$ cat config.mk
export PLATFORM = sky130hd
export DESIGN_NAME = instr_sequencer
export DESIGN_NICKNAME = d
export VERILOG_FILES = /design/src/rtl/instr_sequencer.sv
export SDC_FILE = /design/constraint.sdc
export NUM_CORES = 1
export LEC_CHECK = 0
export ABC_CLOCK_PERIOD_IN_PS = 8800
export CAP_MARGIN = 25
export CORE_ASPECT_RATIO = 0.5
export CORE_MARGIN = 5
export CORE_UTILIZATION = 23
export DETAILED_ROUTE_END_ITERATION = 8
export PLACE_DENSITY = 0.34
export SYNTH_ARGS = -nofsm -noshare
export SYNTH_HDL_FRONTEND = slang
export SYNTH_SLANG_ARGS = --single-unit
$ cat constraint.sdc
create_clock -name clk -period 8.8 [get_ports clk]
set_input_delay 0.88 -clock clk [delete_from_list [all_inputs] [get_ports clk]]
set_output_delay 0.88 -clock clk [all_outputs]
set_load 0.005 [all_outputs]
$ cat src/rtl/instr_sequencer.sv
// instr_sequencer: fetches host-loaded 16-bit instruction words one per cycle
// and forwards them to the decoder. WAIT and HALT are consumed here and
// appear on the instruction bus as NOP (16'h0000).
module instr_sequencer #(
  parameter int DEPTH  = 64,
  parameter int ADDR_W = $clog2(DEPTH)
) (
  input  logic              clk,
  input  logic              reset,
  input  logic              prog_we,
  input  logic [ADDR_W-1:0] prog_addr,
  input  logic [15:0]       prog_data,
  input  logic              start,
  input  logic              stall,
  output logic [15:0]       instruction,
  output logic [ADDR_W:0]   pc,
  output logic              busy,
  output logic              done,
  output logic              error
);

  typedef enum logic [1:0] {S_IDLE, S_RUN, S_WAIT, S_DONE} state_t;

  localparam logic [2:0]    OP_WAIT = 3'b110;
  localparam logic [2:0]    OP_HALT = 3'b111;
  localparam logic [ADDR_W:0] PC_END = (ADDR_W+1)'(DEPTH);

  state_t            state, state_nxt;
  logic [12:0]       wait_cnt, wait_cnt_nxt;
  logic [15:0]       instr_nxt;
  logic [ADDR_W:0]   pc_nxt;
  logic              error_nxt;
  logic              do_fetch;
  logic [15:0]       fetch_word;
  logic [15:0]       mem [DEPTH];

  assign busy = (state == S_RUN) || (state == S_WAIT);
  assign done = (state == S_DONE);

  // Start always fetches address 0; in RUN the fetch address is pc. The
  // combinational read gives read-before-write against a same-edge host write.
  assign fetch_word = (state == S_RUN) ? mem[pc[ADDR_W-1:0]] : mem[0];

  // Host program writes; memory has no reset so programs survive across runs.
  always_ff @(posedge clk) begin
    if (prog_we && !busy) mem[prog_addr] <= prog_data;
  end

  // State and output registers.
  always_ff @(posedge clk) begin
    if (reset) begin
      state       <= S_IDLE;
      wait_cnt    <= '0;
      instruction <= '0;
      pc          <= '0;
      error       <= 1'b0;
    end else begin
      state       <= state_nxt;
      wait_cnt    <= wait_cnt_nxt;
      instruction <= instr_nxt;
      pc          <= pc_nxt;
      error       <= error_nxt;
    end
  end

  // Next-state logic; the instruction bus defaults to NOP every cycle so a
  // forwarded word is never presented twice.
  always_comb begin
    state_nxt    = state;
    wait_cnt_nxt = wait_cnt;
    instr_nxt    = '0;
    pc_nxt       = pc;
    error_nxt    = error;
    do_fetch     = 1'b0;

    case (state)
      S_IDLE, S_DONE: begin
        if (start) begin
          do_fetch  = 1'b1;
          pc_nxt    = (ADDR_W+1)'(1);
          error_nxt = 1'b0;
        end
      end
      S_RUN: begin
        if (!stall) begin
          if (pc == PC_END) begin
            // Ran past the last word without a HALT.
            state_nxt = S_DONE;
            error_nxt = 1'b1;
          end else begin
            do_fetch = 1'b1;
            pc_nxt   = pc + (ADDR_W+1)'(1);
          end
        end
      end
      S_WAIT: begin
        // Counts regardless of stall; leaves on the edge where it reads 1.
        wait_cnt_nxt = wait_cnt - 13'd1;
        if (wait_cnt == 13'd1) state_nxt = S_RUN;
      end
      default: state_nxt = S_IDLE;
    endcase

    if (do_fetch) begin
      case (fetch_word[15:13])
        OP_WAIT: begin
          wait_cnt_nxt = fetch_word[12:0];
          state_nxt    = (fetch_word[12:0] == 13'd0) ? S_RUN : S_WAIT;
        end
        OP_HALT: state_nxt = S_DONE;
        default: begin
          instr_nxt = fetch_word;
          state_nxt = S_RUN;
        end
      endcase
    end
  end

endmodule

Yosys cells after proc, flatten, opt, wreduce, memory -nomap -nowiden
Memory sizes are Yosys's and may differ from the RTL's. A register that Yosys moved wholly into a read port is not among the register bits.
Cells that the tools add are included.
{ "word_totals": {"regBits": 39, "mem_bits_rw": 1024, "in_bits": 27, "out_inout_bits": 26, "word_cells": 62, "mem_count": 1} }
{ "mem_list": {"columns": ["name", "depth", "word_bits", "read_ports", "rd_clocked_by_memory_dff", "wr", "line", "rtl"], "rows": [
  ["mem", 64, 16, 2, 1, 1, "35", "logic [15:0] mem [DEPTH];"]
]} }
{ "classes": {"addsub": 2, "eq_ne": 14, "mux": 27, "bitwise": 1, "reduce_logical": 12} }
{ "ops": {"columns": ["cell", "count"], "rows": [
  ["13-bit two-way mux", 3],
  ["7-bit two-way mux", 3],
  ["16-bit two-way mux", 1],
  ["7-bit one-hot mux with 2 select lines", 1],
  ["13-bit by 1-bit equality test with 1-bit output (second input constant)", 1],
  ["13-bit logical NOT", 1],
  ["13-bit by 1-bit subtractor with 13-bit output (second input constant)", 1],
  ["6-bit two-way mux", 2],
  ["4-bit AND reduction", 3],
  ["2-bit two-way mux", 5],
  ["1-bit two-way mux", 8],
  ["2-bit one-hot mux with 2 select lines", 2],
  ["7-bit by 1-bit adder with 7-bit output (second input constant)", 1],
  ["7-bit equality test (second input constant)", 1],
  ["3-bit equality test (second input constant)", 2],
  ["2-bit != test (second input constant)", 3],
  ["3-bit by 2-bit != test with 1-bit output (second input constant)", 2],
  ["2-bit equality test (second input constant)", 2],
  ["1-bit one-hot mux with 2 select lines", 2],
  ["4-bit OR reduction", 1],
  ["3-bit != test (second input constant)", 1],
  ["3-bit nonzero test", 1],
  ["2-bit by 1-bit equality test with 1-bit output (second input constant)", 1],
  ["2-bit logical NOT", 1],
  ["other kinds (7)", 7]
]} }

Depth between registers and ports, before layout
{ "depth": {"depth_word": 6, "ltp_mapped": 15, "depth_no_buf": 10} }

Least setup slack after synthesis
OpenSTA, ideal clock, no wires.
{ "synth_path": {"kind": "reg-to-reg", "startpoint": "register (tool-made name)", "endpoint": "register state[1]", "setup_ns": 0.122, "t_arrival_ns": 2.894, "t_required_ns": 8.678, "path_slack_ns": 5.784, "stages_incl_launch_ff": 13, "path_buffers": 4, "synth_period_minus_slack_ns": 3.016, "path_cell_list": "dfxtp_1 -> buf_4 -> buf_2 -> buf_2 -> buf_1 -> mux4_2 -> a22oi_1 -> a21oi_1 -> nor4_1 -> nand3_1 -> o22ai_1 -> nand4_1 -> o311a_1"} }
{ "synth_rtl": {"columns": ["element", "line", "rtl"], "rows": [
  ["end signal, assigned", "58", "state <= state_nxt;"],
  ["end, declared", "28", "state_t state, state_nxt;"]
]} }

==> impl_metrics.toml <==
[outcome]
outcome = "complete, no violations"

[place]
dpl-instance-area_mm2 = 0.0456
gp_congestion = 0.774
io_buffer_count = 52
dp_hpwl_um = 82400

[route]
dr.pass1.iters = 5
via_count = 20800
drc = 0
wl_per_cell_um = 29.8
final_antenna_net_count = 0
drt_iter0_markers = 1916
viasPerCell = 4.47
wirelength_um = 139000

[clocking]
clk_pin_slew_ns = 0.07
numCtsBuffers = 108
cts_sinks = 1069
cts_root_buf = "clkbuf_16"
ctsResizeCount = 0
postCtsHoldBufs = 0
post_cts_buffers = 0
cts_tree = "done"
cts-htree-levels = 3
cts.path.max_buffers = 3
clkLatencyLatePin_ns = 0.73

[synthesis]
synth_edf_count = 1024
ys_types = 69
seq_area_frac_synth_pct = 75.8
ys_seq_elements = 1069
synth_cells = 2040
avgSynthCellArea_um2 = 20.5
postSynth.asyncResetShare_pct = 0
ys_warn_count = 0
synth_nets = 2075
ys.flop_type = "edfxtp_1"
syn_area_mm2 = 0.0417

[layout]
mostFrequentLayoutCells = "edfxtp_1, mux4_2, clkbuf_16, mux2i_1, nand2_1"
post-route-util_pct = 27.2
multi_input_area_mm2 = 0.00984
drive_gt1_share_pct = 24.4
syn_to_final_growth_pct = 17.5
final_cell_area_mm2 = 0.0490
seq_area_mm2 = 0.0317
fill_cells = 17900
fin_nets = 2196
layout_commonest_cell = "edfxtp_1"

[critical_path]
crit_required_ns = 9.42
cp-end-kind = "flip-flop"
path_delay_family = "compound AO/OA/AOI/OAI gates"
cp.arrival_ns = 5.42
crit_chain = "buf_12 -> mux4_2 -> mux2i_1 -> o32ai_1 -> o221ai_1 -> nand3_1 -> nor4_2 -> nand4_1 -> o311a_1"
criticalPathCategory = "reg -> reg"
cp_slowest_stage_delay_ns = 0.74
path_buf_inv = 1
cpMaxStageDelayCell = "dfxtp_4"
r2r.worst_path.cells = 9
path_depth = 9
critPathLaunchType = "flip-flop"
path_max_fanout = 63

[global_routing]
overflow = 0
grt_pass1_vias = 21300
antenna_found_initial = 10
grt_max_degree = 79
grt_pass1_wl_um = 189000
grt_usage_pct = 14.4

[timing]
rsz0062_at_grt = "false"
whs_ns = 0.542
skew_ns = 0.0336
setup_total_negative_slack_ns = 0
hold_viol = 0
setup_viol = 0
max_freq_mhz = 209
tightest_slew_ns = 1.01
fin_crit_sh_pct = 54.5
slew_headroom_pct = 32.8
report.final.slew_viol_count = 0
period_minus_slack_ns = 4.80

[die]
initial_utilization_pct = 23.2
die_h_um = 311
row_count = 110
core_region_area_mm2 = 0.180
die_w_um = 612
fp.dieArea_mm2 = 0.191
ios = 53

[pwr]
peakVddDrop_mv = 0.142
p_leak_nw = 14.5
power_density_mw_per_mm2 = 246
p_total_w = 0.0121

[job]
maxCapViolCount = 0

[worst_hold_path]
min_path_type = "reg -> reg"
hold_depth = 2
power by group:
part	internal [W]	switching (W)	leakage [nW]	total, W
Combinational	0.000764	0.00104	3.26	0.00180
Clock	0.00252	0.00200	1.64	0.00452
Sequential	0.00566	0.000100	9.58	0.00576
cells in the mapped netlist, drive strengths merged, types with 10 or more instances:
cell	instances	share of area (%)
inv	12	0.11
and3	11	0.16
mux2i	76	1.8
o21ai	10	0.12
nand3	30	0.36
a22oi	50	0.90
nand2	69	0.62
a211oi	19	0.37
edfxtp	1024	74
clkbuf	39	0.35
nor3	13	0.17
buf	72	1.1
mux4	245	13
dfxtp	45	2.2
nor2	124	1.1
xor2	10	0.21
a21oi	31	0.37
nor2b	19	0.28
cell families (layout without fill, tap and decap cells):
kind of cell | Yosys count | after routing | share of synthesized area, %
simple gates | 318 | 318 | 3.61
fa+ha+maj | 8 | 8 | 0.240
flops | 1069 | 1069 | 75.8
buf+inv | 126 | 333 | 1.59
other cells | 0 | 8 | 0
compound gates | 176 | 176 | 3.07
xor+xnor | 16 | 16 | 0.336
mux | 327 | 327 | 15.3
metal layers:
metal	vias to the layer above	share of wire [%]	GRT usage, %
li1	8729	-	-
met1	11400	48	21.3
met2	566	44	21.5
met3	148	5.6	3.24
met4	2	2.1	3.09
met5	-	0.0094	0
worst min-delay path: cells and delay by family, from the launching register on:
family | cells | cell delay, ns
xor+xnor | 1 | 0.08
flops | 1 | 0.36
simple gates | 1 | 0.07
metrics by stage:
stage / instances / worst slack (ns)
after global placement: 4452 / 4.06
after detailed placement: 4456 / 4.04
final: 4663 / 4.00
after floorplan: 2040 / 5.78
after global routing: 4657 / 3.93
after CTS: 4652 / 4.04
path summary, 6_finish.rpt:
check	startpoint	endpoint	slack, ns
worst max register to register	flip-flop	state[1]$_SDFFE_PP0P_	4.00
worst min register to register	pc[6]$_SDFFE_PP0P_	pc[6]$_SDFFE_PP0P_	0.54
worst min-delay path	pc[6]$_SDFFE_PP0P_	pc[6]$_SDFFE_PP0P_	0.54
worst max-delay path	flip-flop	state[1]$_SDFFE_PP0P_	4.00
flip-flops by register name, indices dropped and copies added, names as in the netlist, named ones only:
name,flops
mem,1024
instruction,16
wait_cnt,13
pc,7
state,2
error,1
layout make-up:
type	count	share of cell area, %
diodes	8	0.0408
well taps	2408	6.14
clock buffers	132	5.83
inverters	15	0.115
repair buffers	122	2.22
flip-flops and latches	1069	64.6
multi-input cells	845	20.1
clock inverters	64	1.01
(Power assumes the default switching activity.)
